### src/rtl/operand_stage.sv
// Operand fetch stage: reads the regfile, forwards from EX/WB, stalls on load-use
// hazards and registers a one-entry operand bundle for EX.

`ifndef REG_ADDR_WIDTH
`define REG_ADDR_WIDTH 5
`endif
`ifndef REG_DATA_WIDTH
`define REG_DATA_WIDTH 32
`endif

module operand_stage #(
   parameter int unsigned AW = `REG_ADDR_WIDTH,
   parameter int unsigned DW = `REG_DATA_WIDTH
) (
   input  logic          clk,
   input  logic          rst,
   input  logic          in_valid,
   output logic          in_ready,
   input  logic [AW-1:0] in_rs0,
   input  logic [AW-1:0] in_rs1,
   input  logic          in_use0,
   input  logic          in_use1,
   input  logic [AW-1:0] in_rd,
   input  logic          in_rd_we,
   output logic [AW-1:0] rf_r0addr,
   output logic [AW-1:0] rf_r1addr,
   input  logic [DW-1:0] rf_r0data,
   input  logic [DW-1:0] rf_r1data,
   input  logic          ex_fwd_valid,
   input  logic [AW-1:0] ex_fwd_addr,
   input  logic [DW-1:0] ex_fwd_data,
   input  logic          ex_fwd_is_load,
   input  logic          wb_wena,
   input  logic [AW-1:0] wb_waddr,
   input  logic [DW-1:0] wb_wdata,
   input  logic          flush,
   output logic          out_valid,
   input  logic          out_ready,
   output logic [DW-1:0] out_op0,
   output logic [DW-1:0] out_op1,
   output logic [AW-1:0] out_rd,
   output logic          out_rd_we,
   output logic [15:0]   stall_cnt
);

   logic          out_valid_q, out_valid_d;
   logic [DW-1:0] op0_q, op0_d;
   logic [DW-1:0] op1_q, op1_d;
   logic [AW-1:0] rd_q;
   logic          rd_we_q;
   logic [15:0]   stall_cnt_q, stall_cnt_d;
   logic          hazard;
   logic          capture;

   assign rf_r0addr = in_rs0;
   assign rf_r1addr = in_rs1;

   // Only a load in EX blocks; its data is not produced until after EX.
   always_comb begin
      hazard = 1'b0;
      if (in_valid && ex_fwd_valid && ex_fwd_is_load) begin
         hazard = (in_use0 && (ex_fwd_addr == in_rs0)) ||
                  (in_use1 && (ex_fwd_addr == in_rs1));
      end
   end

   assign in_ready = (!out_valid_q || out_ready) && !hazard && !flush;
   assign capture  = in_valid && in_ready;

   always_comb begin
      op0_d = rf_r0data;
      if (in_use0) begin
         if (ex_fwd_valid && !ex_fwd_is_load && (ex_fwd_addr == in_rs0)) begin
            op0_d = ex_fwd_data;
         end else if (wb_wena && (wb_waddr == in_rs0)) begin
            op0_d = wb_wdata;
         end
      end
   end

   always_comb begin
      op1_d = rf_r1data;
      if (in_use1) begin
         if (ex_fwd_valid && !ex_fwd_is_load && (ex_fwd_addr == in_rs1)) begin
            op1_d = ex_fwd_data;
         end else if (wb_wena && (wb_waddr == in_rs1)) begin
            op1_d = wb_wdata;
         end
      end
   end

   always_comb begin
      out_valid_d = out_valid_q;
      if (flush) begin
         out_valid_d = 1'b0;
      end else if (capture) begin
         out_valid_d = 1'b1;
      end else if (out_ready) begin
         out_valid_d = 1'b0;
      end
   end

   always_comb begin
      stall_cnt_d = stall_cnt_q;
      if (hazard && !flush && (stall_cnt_q != 16'hFFFF)) begin
         stall_cnt_d = stall_cnt_q + 16'd1;
      end
   end

   always_ff @(posedge clk or posedge rst) begin
      if (rst) begin
         out_valid_q <= 1'b0;
         op0_q       <= '0;
         op1_q       <= '0;
         rd_q        <= '0;
         rd_we_q     <= 1'b0;
         stall_cnt_q <= 16'd0;
      end else begin
         out_valid_q <= out_valid_d;
         stall_cnt_q <= stall_cnt_d;
         if (capture) begin
            op0_q   <= op0_d;
            op1_q   <= op1_d;
            rd_q    <= in_rd;
            rd_we_q <= in_rd_we;
         end
      end
   end

   assign out_valid = out_valid_q;
   assign out_op0   = op0_q;
   assign out_op1   = op1_q;
   assign out_rd    = rd_q;
   assign out_rd_we = rd_we_q;
   assign stall_cnt = stall_cnt_q;

endmodule

### config.mk
export PLATFORM = sky130hd
export DESIGN_NAME = operand_stage
export DESIGN_NICKNAME = d
export VERILOG_FILES = /design/src/rtl/operand_stage.sv
export SDC_FILE = /design/constraint.sdc
export NUM_CORES = 1
export LEC_CHECK = 0
export CORE_UTILIZATION = 42
export DETAILED_ROUTE_END_ITERATION = 10
export PLACE_DENSITY_LB_ADDON = 0.15
export SYNTH_ARGS = -nofsm -noshare
export SYNTH_HDL_FRONTEND = slang
export SYNTH_SLANG_ARGS = --single-unit
### constraint.sdc
create_clock -name clk -period 7.3 [get_ports clk]
set_clock_uncertainty 0.15 [all_clocks]
set_input_delay 1.46 -clock clk [delete_from_list [all_inputs] [get_ports clk]]
set_output_delay 1.46 -clock clk [all_outputs]
set_load 0.005 [all_outputs]
==> flow_metrics.py, run 1 <==
metrics = {
    "detailed_routing": {
        "wl_mm": 16.12,
        "drt-initial-drc-count": 252,
        "ant_nets": 0,
        "avgViaCountPerCell": 5.470,
        "wl_per_cell_microns": 18.17,
        "dr.pass1.iters": 4,
        "num_vias": 4852,
        "drc_errors": 0,
    },
    "timing": {
        "minimum_setup_slack_in_the_final_design_ns": 2.205,
        "grt_setup_unrepaired": "false",
        "hold_violations": 0,
        "setup-violations-final": 0,
        "clock.fmax_mhz": 196.3,
        "final.period_utilization": 0.6979,
        "worst_slew_margin_rel": 0.2278,
        "setup-tns-final_ns": 0,
        "final_max_slew_viol_count": 0,
        "worstMarginPinSlew_ns": 1.158,
        "fin_crit_period_ns": 5.095,
    },
    "yosys": {
        "syn-mean-instance-area_sq_um": 9.241,
        "postSynthRegisterBits": 87,
        "post_synth_and_or_nand_nor_area_fraction": 0.1583,
        "synthMuxAreaShare": 0.002399,
        "synth_top_family_by_area": "compound AO/OA/AOI/OAI gates",
        "ys_dominant_reg_cell": "sky130_fd_sc_hd__dfrtp_1",
        "synth-edff-count": 0,
        "yosys.cell_types.count": 33,
        "synth-seq-area-share": 0.4638,
        "ys_async_sr_fraction": 1.000,
        "synth.net_count": 673,
        "syn-instance-count": 508,
        "synthAdderAreaFrac": 0.002665,
        "synth-warning-count": 0,
        "synth.cell_area_sq_mm": 0.004695,
        "synth_compound_area_frac": 0.2409,
        "post_synth_xor_area_fraction": 0.06530,
    },
    "placement": {
        "place.gp.congestion": 0.8353,
        "io_buffers": 261,
        "pre_cts_slack_ns": 2.250,
        "dp.final_hpwl_mm": 11.26,
    },
    "critical_path": {
        "cp_data_required_time_ns": 5.69,
        "worst_path_class_setup": "in2out",
        "crit_path_max_incr_delay_ns": 0.56,
        "critical_path.max_fanout": 5,
        "cp_data_arrival_time_ns": 3.48,
        "cpMostUsedCell": "sky130_fd_sc_hd__clkdlybuf4s50_1",
        "critical_path.startpoint_type": "input pin",
        "ff2ff_setup_slack_ns": 5.01,
        "end_kind": "output port",
        "crit_path_top_delay_cell": "sky130_fd_sc_hd__clkdlybuf4s50_1",
        "crit_chain": "clkdlybuf4s50_1, xnor2_1, and3_1, a32o_2, a311oi_1, clkdlybuf4s50_1",
    },
    "layout": {
        "multi_input_comb_area_sq_mm": 0.002223,
        "layout.area.seq_sq_mm": 0.002177,
        "drive_above_1_share": 0.07363,
        "antennaDiodeCount": 0,
        "layout-area-overhead-vs-synth_pct": 59.01,
        "nets_finish": 907,
        "fillCellCount": 909,
        "final_common_cell": "sky130_fd_sc_hd__clkdlybuf4s50_1",
        "layout_common_cells": "261 x sky130_fd_sc_hd__clkdlybuf4s50_1, 91 x sky130_fd_sc_hd__nand2_1, 87 x sky130_fd_sc_hd__dfrtp_1, 64 x sky130_fd_sc_hd__o22ai_1, 41 x sky130_fd_sc_hd__nor2_1",
    },
    "power": {
        "switching_share": 0.2701,
        "p_comb_frac": 0.289,
        "ir_worst_vdd_uv": 118.3,
        "internal_power_uw": 982.6,
        "power_frac_clock": 0.280,
        "power_frac_seq": 0.431,
        "p_total_mw": 1.346,
        "leakagePower_nw": 3.080,
        "powerDensity_mw_per_mm2": 180.4,
        "netSwitchingPower_uw": 363.6,
    },
    "floorplan": {
        "die_area_sq_mm": 0.01160,
        "core_area_sq_mm": 0.01089,
        "boundaryPins": 262,
        "row_count": 38,
        "die_y_microns": 107.7,
        "die-width_microns": 107.7,
        "initial_util": 0.4312,
    },
    "grt": {
        "groute.usage.overall": 0.2811,
        "grt_max_degree": 104,
        "grt_antenna_before_repair": 0,
        "vias_in_the_first_global_route": 4923,
        "grt_first_pass_wirelength_mm": 24.96,
        "globalRouteOverflowTotal": 0,
    },
    "clock_network": {
        "post-cts-setup-buffer-count": 0,
        "hold_buffers": 0,
        "tritoncts.num_buffers": 9,
        "tritoncts_clock_tree": "yes",
        "clock_insertion_delay_worst_skew_ns": 0.36,
        "cts_repair_resize_count": 0,
        "h-tree-depth": 3,
        "clockRootBuffer": "sky130_fd_sc_hd__clkbuf_8",
        "clockBufferDepth": 2,
        "tritoncts_num_sinks": 87,
        "cts.clk_slew.worst_paths_ns": 0.08,
    },
    "run_status": {
        "status": "finished, final reports clean",
    },
    "hold_path": {
        "hp_class": "reg2reg",
    },
    "job": {
        "maxCapViolations": 0,
    },
}
-- critical path: cells and delay by family --
family          cells  cell delay [ns]
compound gates      2             0.60
simple gates        1             0.19
buf+inv             2             1.10
xor+xnor            1             0.13
-- through the flow --
step                hold slack, ns  utilization  instance area [sq um]  cells
floorplan                   0.3171            -                   4695    508
global placement            0.3091       0.6655                   7246    871
detailed placement          0.3115       0.6655                   7246    871
CTS                         0.3349       0.6856                   7465    887
global route                0.3612       0.6856                   7465    887
finish                      0.3298       0.6856                   7465    887
-- final timing paths --
check | from | end | cells after the start
min reg2reg | out_op0[7]$_DFFE_PP0P_ | out_op0[7]$_DFFE_PP0P_ | 2
max in group asynchronous | rst | out_op0[7]$_DFFE_PP0P_ | 3
max reg2reg | stall_cnt[0]$_DFFE_PP0P_ | stall_cnt[3]$_DFFE_PP0P_ | 7
max | in_rs0[4] | in_ready | 6
min in group asynchronous | rst | out_rd_we$_DFFE_PP0P_ | 3
min | out_op0[7]$_DFFE_PP0P_ | out_op0[7]$_DFFE_PP0P_ | 2
-- power by group through the flow --
| stage | logic [mW] | registers, mW | clock network (mW) |
|---|---|---|---|
| floorplan | 0.127 | 0.593 | 0 |
| global placement | 0.384 | 0.587 | 0 |
| detailed placement | 0.391 | 0.590 | 0 |
| CTS | 0.393 | 0.580 | 0.385 |
| global route | 0.422 | 0.588 | 0.404 |
| finish | 0.389 | 0.580 | 0.377 |
-- sequential cells by signal (all words and copies together) (netlist names) --
register   flops
out_op0       32
out_valid      1
out_op1       32
out_rd_we      1
stall_cnt     16
out_rd         5
-- cells by family after synthesis --
| logic type | after synthesis |
|---|---|
| simple gates | 172 |
| compound gates | 165 |
| flops | 87 |
| buf+inv | 47 |
| xor+xnor | 35 |
| mux | 1 |
| fa+ha+maj | 1 |
-- layer usage --
layer | global-route usage | vias to the layer above | part of all wire
met3 | 0.07446 | 37 | 0.077
met5 | 0 | - | 0
li1 | - | 2284 | -
met4 | 0.1184 | 0 | 0.031
met1 | 0.3198 | 2307 | 0.39
met2 | 0.4950 | 224 | 0.50
-- cell type report --
class	count	share of cell area
timing repair buffer	267	0.3560
inverter	3	0.001676
clock inverter	7	0.01274
tap	140	0.02347
multi-input combinational	374	0.2979
clock buffer	9	0.01659
sequential	87	0.2917
-- cells in the mapped netlist (3+ instances only) --
cell type / instances / area, sq um
sky130_fd_sc_hd__nand2_1: 91 / 341.6
sky130_fd_sc_hd__dfrtp_1: 87 / 2177
sky130_fd_sc_hd__o22ai_1: 64 / 400.4
sky130_fd_sc_hd__nor2_1: 41 / 153.9
sky130_fd_sc_hd__o21ai_0: 33 / 165.2
sky130_fd_sc_hd__o21ai_1: 32 / 160.2
sky130_fd_sc_hd__o31ai_2: 23 / 287.8
sky130_fd_sc_hd__xor2_1: 22 / 192.7
sky130_fd_sc_hd__clkbuf_1: 19 / 71.32
sky130_fd_sc_hd__xnor2_1: 13 / 113.9
sky130_fd_sc_hd__buf_4: 12 / 90.09
sky130_fd_sc_hd__buf_6: 12 / 135.1
sky130_fd_sc_hd__nand4_1: 10 / 62.56
sky130_fd_sc_hd__o31ai_1: 9 / 67.56
sky130_fd_sc_hd__and3_1: 5 / 31.28
sky130_fd_sc_hd__nand3_1: 5 / 25.02
sky130_fd_sc_hd__nor3_1: 4 / 20.02
sky130_fd_sc_hd__and2_1: 3 / 18.77
sky130_fd_sc_hd__inv_1: 3 / 11.26
sky130_fd_sc_hd__nor2b_1: 3 / 18.77
Power figures use the tool's default switching activity.
==> run 2: changes to the inputs <==
--- a/config.mk
+++ b/config.mk
@@ -5,7 +5,7 @@
 export SDC_FILE = /design/constraint.sdc
 export NUM_CORES = 1
 export LEC_CHECK = 0
-export CORE_UTILIZATION = 42
+export CORE_UTILIZATION = 39
 export DETAILED_ROUTE_END_ITERATION = 10
 export PLACE_DENSITY_LB_ADDON = 0.15
 export SYNTH_ARGS = -nofsm -noshare
==> constraint.sdc (replaced) <==
create_clock -name clk -period 4.8 [get_ports clk]
set_clock_uncertainty 0.15 [all_clocks]
set_input_delay 0.96 -clock clk [delete_from_list [all_inputs] [get_ports clk]]
set_output_delay 0.96 -clock clk [all_outputs]
set_load 0.005 [all_outputs]
==> flow_metrics.py, run 2 (synthesis gave the netlist of run 1 again) <==
metrics = {
    "grt": {
        "groute.usage.overall": 0.2571,
        "grt_first_pass_wirelength_mm": 25.17,
        "globalRouteOverflowTotal": 0,
        "vias_in_the_first_global_route": 4969,
        "grt_antenna_before_repair": 0,
        "grt_max_degree": 67,
    },
    "layout": {
        "antennaDiodeCount": 0,
        "postLayoutCellArea_sq_mm": 0.007600,
        "fillCellCount": 991,
        "multi_input_comb_area_sq_mm": 0.002223,
        "layout.area.seq_sq_mm": 0.002177,
        "layout_common_cells": "261 x sky130_fd_sc_hd__clkdlybuf4s50_1, 91 x sky130_fd_sc_hd__nand2_1, 87 x sky130_fd_sc_hd__dfrtp_1, 64 x sky130_fd_sc_hd__o22ai_1, 41 x sky130_fd_sc_hd__nor2_1",
        "nets_finish": 908,
        "layout-area-overhead-vs-synth_pct": 61.89,
        "final_common_cell": "sky130_fd_sc_hd__clkdlybuf4s50_1",
        "drive_above_1_share": 0.07487,
    },
    "clock_network": {
        "cts.clk_slew.worst_paths_ns": 0.07,
        "clockBufferDepth": 2,
        "tritoncts.num_buffers": 9,
        "post-cts-setup-buffer-count": 0,
        "clock_insertion_delay_worst_skew_ns": 0.33,
        "tritoncts_num_sinks": 87,
        "hold_buffers": 0,
        "tritoncts_clock_tree": "yes",
        "cts_repair_resize_count": 0,
        "clockRootBuffer": "sky130_fd_sc_hd__clkbuf_16",
        "h-tree-depth": 3,
    },
    "critical_path": {
        "worstPathBufferInverterCount": 2,
        "cpLargestDelayFamily": "buffers and inverters",
        "crit_path_max_incr_delay_ns": 0.56,
        "cp_data_required_time_ns": 3.69,
        "end_kind": "output port",
        "cp_data_arrival_time_ns": 3.02,
        "crit_chain": "clkdlybuf4s50_1, xnor2_1, and3_1, a32o_2, a311oi_1, clkdlybuf4s50_1",
        "crit_path_top_delay_cell": "sky130_fd_sc_hd__clkdlybuf4s50_1",
        "critical_path.startpoint_type": "input pin",
        "critPathLaunch": "in_rs0[4]",
        "crit-reg2reg-capture": "stall_cnt[3]$_DFFE_PP0P_",
        "cpMostUsedCell": "sky130_fd_sc_hd__clkdlybuf4s50_1",
        "path_depth": 6,
        "worst_setup_path_endpoint": "in_ready",
        "critical_path.max_fanout": 5,
        "worst_path_class_setup": "in2out",
        "timing.reg2reg.worst_path_depth": 6,
        "rr_startpoint": "stall_cnt[5]$_DFFE_PP0P_",
        "ff2ff_setup_slack_ns": 2.56,
    },
    "floorplan": {
        "core_area_sq_mm": 0.01156,
        "initial_util": 0.4059,
        "die-width_microns": 111.7,
        "row_count": 39,
        "die_area_sq_mm": 0.01248,
        "boundaryPins": 262,
        "die_y_microns": 111.7,
    },
    "detailed_routing": {
        "num_vias": 4844,
        "drt-initial-drc-count": 346,
        "wl_per_cell_microns": 18.31,
        "wl_mm": 16.32,
        "ant_nets": 0,
        "dr.pass1.iters": 8,
        "avgViaCountPerCell": 5.437,
        "drc_errors": 18,
    },
    "placement": {
        "dp.final_hpwl_mm": 11.63,
        "pre_cts_slack_ns": 0.6904,
        "place.gp.congestion": 0.8376,
        "detailed_place.area_sq_mm": 0.007269,
        "io_buffers": 261,
    },
    "timing": {
        "whs_ns": 0.3236,
        "setup-violations-final": 0,
        "setup-tns-final_ns": 0,
        "minimum_setup_slack_in_the_final_design_ns": 0.6651,
        "final_max_slew_viol_count": 0,
        "worst_slew_margin_rel": 0.3032,
        "grt_setup_unrepaired": "false",
        "final.period_utilization": 0.8614,
        "clock.fmax_mhz": 241.8,
        "fin_crit_period_ns": 4.135,
        "hold_violations": 0,
        "worstMarginPinSlew_ns": 1.045,
    },
    "run_status": {
        "failed_checks": "design-rule violations",
        "status": "finished with violations",
    },
    "job": {
        "maxCapViolations": 0,
    },
    "hold_path": {
        "hp_class": "reg2reg",
    },
    "power": {
        "ir_worst_vdd_uv": 198.2,
        "leakagePower_nw": 3.138,
        "powerDensity_mw_per_mm2": 295.5,
    },
}
## run 2: cell types whose count changed in the layout (fill, tap and decap cells not counted)
cell	before	now
sky130_fd_sc_hd__clkbuf_16	0	9
sky130_fd_sc_hd__clkinv_4	0	2
sky130_fd_sc_hd__inv_8	1	0
sky130_fd_sc_hd__buf_12	0	1
sky130_fd_sc_hd__clkbuf_8	9	1
sky130_fd_sc_hd__clkinv_2	4	2
## run 2: worst min-delay path, cell delays in order, from the launching register on
cell                      delay (ns)
sky130_fd_sc_hd__dfrtp_1        0.34
sky130_fd_sc_hd__nand2_1        0.05
sky130_fd_sc_hd__nand2_1        0.05
## run 2: per-stage QoR
stage	instances	power (mW)	util
6_report	891	2.246	0.6571
5_1_grt	891	2.347	0.6571
4_1_cts	891	2.264	0.6571
3_5_place_dp	875	1.496	0.6286
3_3_place_gp	875	1.481	0.6286
2_1_floorplan	508	1.096	-
## run 2: cell type report
| type | count | area share |
|---|---|---|
| clock inverters | 6 | 0.01202 |
| flip-flops and latches | 87 | 0.2865 |
| clock buffers | 10 | 0.03145 |
| well taps | 143 | 0.02354 |
| repair buffers | 268 | 0.3523 |
| multi-input cells | 374 | 0.2926 |
| inverters | 3 | 0.001646 |
## run 2: worst min path at each step
stage               cells past startpoint                     from                 endpoint
finish                                  2    out_rd[3]$_DFFE_PP0P_    out_rd[3]$_DFFE_PP0P_
global placement                        2    out_rd[3]$_DFFE_PP0P_    out_rd[3]$_DFFE_PP0P_
floorplan                               2    out_rd[0]$_DFFE_PP0P_    out_rd[0]$_DFFE_PP0P_
global route                            2  out_op0[20]$_DFFE_PP0P_  out_op0[20]$_DFFE_PP0P_
detailed placement                      2    out_rd[3]$_DFFE_PP0P_    out_rd[3]$_DFFE_PP0P_
CTS                                     2   out_op0[9]$_DFFE_PP0P_   out_op0[9]$_DFFE_PP0P_
## run 2: power by group
part | switching (mW) | internal, mW | total (mW)
Sequential | 0.0527 | 0.830 | 0.883
Combinational | 0.225 | 0.371 | 0.596
Clock | 0.293 | 0.473 | 0.767
## run 2: routing by layer
layer  track usage  part of all wire  wire (microns)  vias up
li1              -                 -               -     2296
met1        0.2934              0.38            6167     2287
met2        0.4505              0.49            8049      227
met3       0.06805             0.095            1549       34
met4        0.1153             0.034             549        0
met5             0                 0               0        -
==> run 3: changes to the inputs <==
--- a/config.mk
+++ b/config.mk
@@ -5,8 +5,10 @@
 export SDC_FILE = /design/constraint.sdc
 export NUM_CORES = 1
 export LEC_CHECK = 0
-export CORE_UTILIZATION = 39
+export CORE_AREA = 2 2 103 105
 export DETAILED_ROUTE_END_ITERATION = 10
+export DIE_AREA = 0 0 105 107
+export DONT_BUFFER_PORTS = 1
 export PLACE_DENSITY_LB_ADDON = 0.15
 export SYNTH_ARGS = -nofsm -noshare
 export SYNTH_HDL_FRONTEND = slang
==> flow_metrics.py, run 3 (synthesis gave the netlist of run 1 again) <==
metrics = {
    "timing": {
        "worst_slew_margin_rel": 0.2238,
        "grt_setup_unrepaired": "false",
        "setup-tns-final_ns": 0,
        "worstMarginPinSlew_ns": 1.164,
        "setup-violations-final": 0,
        "final_max_slew_viol_count": 0,
        "clock.fmax_mhz": 322.2,
        "final.period_utilization": 0.6466,
        "hold_violations": 0,
        "fin_crit_period_ns": 3.104,
    },
    "grt": {
        "grt_antenna_before_repair": 0,
        "globalRouteOverflowTotal": 0,
        "grt_first_pass_wirelength_mm": 20.89,
        "vias_in_the_first_global_route": 3813,
        "groute.usage.overall": 0.2408,
        "grt_max_degree": 104,
    },
    "power": {
        "netSwitchingPower_uw": 481.5,
        "internal_power_mw": 1.176,
        "power_frac_clock": 0.321,
        "ir_worst_vdd_uv": 163.5,
        "powerDensity_mw_per_mm2": 342.8,
        "switching_share": 0.2906,
        "power_frac_seq": 0.554,
        "leakagePower_nw": 2.076,
        "p_comb_frac": 0.125,
    },
    "detailed_routing": {
        "drt-initial-drc-count": 307,
        "wl_mm": 13.71,
        "num_vias": 3801,
        "drc_errors": 0,
        "dr.pass1.iters": 4,
        "wl_per_cell_microns": 22.00,
        "ant_nets": 0,
        "avgViaCountPerCell": 6.101,
    },
    "layout": {
        "fillCellCount": 1013,
        "postLayoutCellArea_sq_mm": 0.004835,
        "layout_common_cells": "91 x sky130_fd_sc_hd__nand2_1, 87 x sky130_fd_sc_hd__dfrtp_1, 64 x sky130_fd_sc_hd__o22ai_1, 41 x sky130_fd_sc_hd__nor2_1, 33 x sky130_fd_sc_hd__o21ai_0",
        "layout-area-overhead-vs-synth_pct": 2.985,
        "layout.area.seq_sq_mm": 0.002177,
        "final_common_cell": "sky130_fd_sc_hd__nand2_1",
        "antennaDiodeCount": 0,
        "nets_finish": 647,
        "drive_above_1_share": 0.1150,
        "multi_input_comb_area_sq_mm": 0.002216,
    },
    "clock_network": {
        "clock_insertion_delay_worst_skew_ns": 0.36,
        "cts.clk_slew.worst_paths_ns": 0.09,
        "clockBufferDepth": 2,
        "hold_buffers": 0,
        "cts_repair_resize_count": 0,
        "tritoncts_clock_tree": "yes",
        "post-cts-setup-buffer-count": 0,
        "clockRootBuffer": "sky130_fd_sc_hd__clkbuf_8",
        "h-tree-depth": 3,
        "tritoncts.num_buffers": 9,
        "tritoncts_num_sinks": 87,
    },
    "floorplan": {
        "die_y_microns": 107,
        "boundaryPins": 262,
        "initial_util": 0.4652,
        "die-width_microns": 105,
        "row_count": 37,
        "die_area_sq_mm": 0.01124,
        "core_area_sq_mm": 0.01009,
    },
    "placement": {
        "io_buffers": 0,
        "dp.final_hpwl_mm": 9.410,
        "place.gp.congestion": 0.8128,
        "detailed_place.area_sq_mm": 0.004628,
    },
    "hold_path": {
        "hp_class": "reg2reg",
    },
    "critical_path": {
        "cp_data_required_time_ns": 3.69,
        "cp_data_arrival_time_ns": 1.99,
        "worst_path_class_setup": "in2out",
        "critical_path.startpoint_type": "input pin",
        "ff2ff_setup_slack_ns": 2.45,
        "end_kind": "output port",
        "critical_path.max_fanout": 5,
    },
    "run_status": {
        "status": "finished, final reports clean",
    },
    "job": {
        "maxCapViolations": 0,
    },
}
## run 3: layout make-up
class	instances	area share
clock buffer	10	0.02847
clock inverter	6	0.01423
inverter	3	0.002588
multi-input combinational	374	0.4583
sequential	87	0.4503
tap	136	0.03520
timing repair buffer	7	0.01087
## run 3: per-stage QoR
step           hold WS [ns]  power (mW)  utilization  std cells  setup slack [ns]
2_1_floorplan        0.3171       1.096            -        508             1.440
3_3_place_gp         0.3372       1.136       0.4586        607             1.657
3_5_place_dp         0.3436       1.146       0.4586        607             1.568
4_1_cts              0.3649       1.681       0.4790        623             1.672
5_1_grt              0.3932       1.756       0.4790        623             1.624
6_report             0.3621       1.657       0.4790        623             1.696
## run 3: critical path, cell delays in order
cell                       delay, ns
sky130_fd_sc_hd__xnor2_1        0.13
sky130_fd_sc_hd__and3_1         0.19
sky130_fd_sc_hd__a32o_2         0.29
sky130_fd_sc_hd__a311oi_1       0.42
## run 3: path summary, 6_finish.rpt
| check | depth (start not counted) | end | startpoint |
|---|---|---|---|
| setup / recovery | 4 | in_ready | ex_fwd_addr[0] |
| hold / removal | 2 | out_op0[11]$_DFFE_PP0P_ | out_op0[11]$_DFFE_PP0P_ |
| setup reg to reg | 4 | out_op0[25]$_DFFE_PP0P_ | out_valid$_DFFE_PP0P_ |
| hold reg to reg | 2 | out_op0[11]$_DFFE_PP0P_ | out_op0[11]$_DFFE_PP0P_ |
| max in group asynchronous | 2 | out_op0[28]$_DFFE_PP0P_ | rst |
| min in group asynchronous | 1 | out_op1[31]$_DFFE_PP0P_ | rst |
## run 3: power by group through the flow
| stage | Clock [mW] | Sequential [mW] | Combinational (mW) |
|---|---|---|---|
| 2_1_floorplan | 0 | 0.902 | 0.194 |
| 4_1_cts | 0.551 | 0.920 | 0.211 |
| 3_5_place_dp | 0 | 0.935 | 0.211 |
| 6_report | 0.532 | 0.919 | 0.207 |
| 3_3_place_gp | 0 | 0.933 | 0.202 |
| 5_1_grt | 0.588 | 0.928 | 0.240 |
## run 3: layer usage
| layer | vias to the layer above | routed length, microns | track usage |
|---|---|---|---|
| met4 | 0 | 199 | 0.09905 |
| met5 | - | 0 | 0 |
| li1 | 1753 | - | - |
| met2 | 213 | 6972 | 0.4045 |
| met3 | 16 | 1421 | 0.08389 |
| met1 | 1819 | 5114 | 0.2816 |
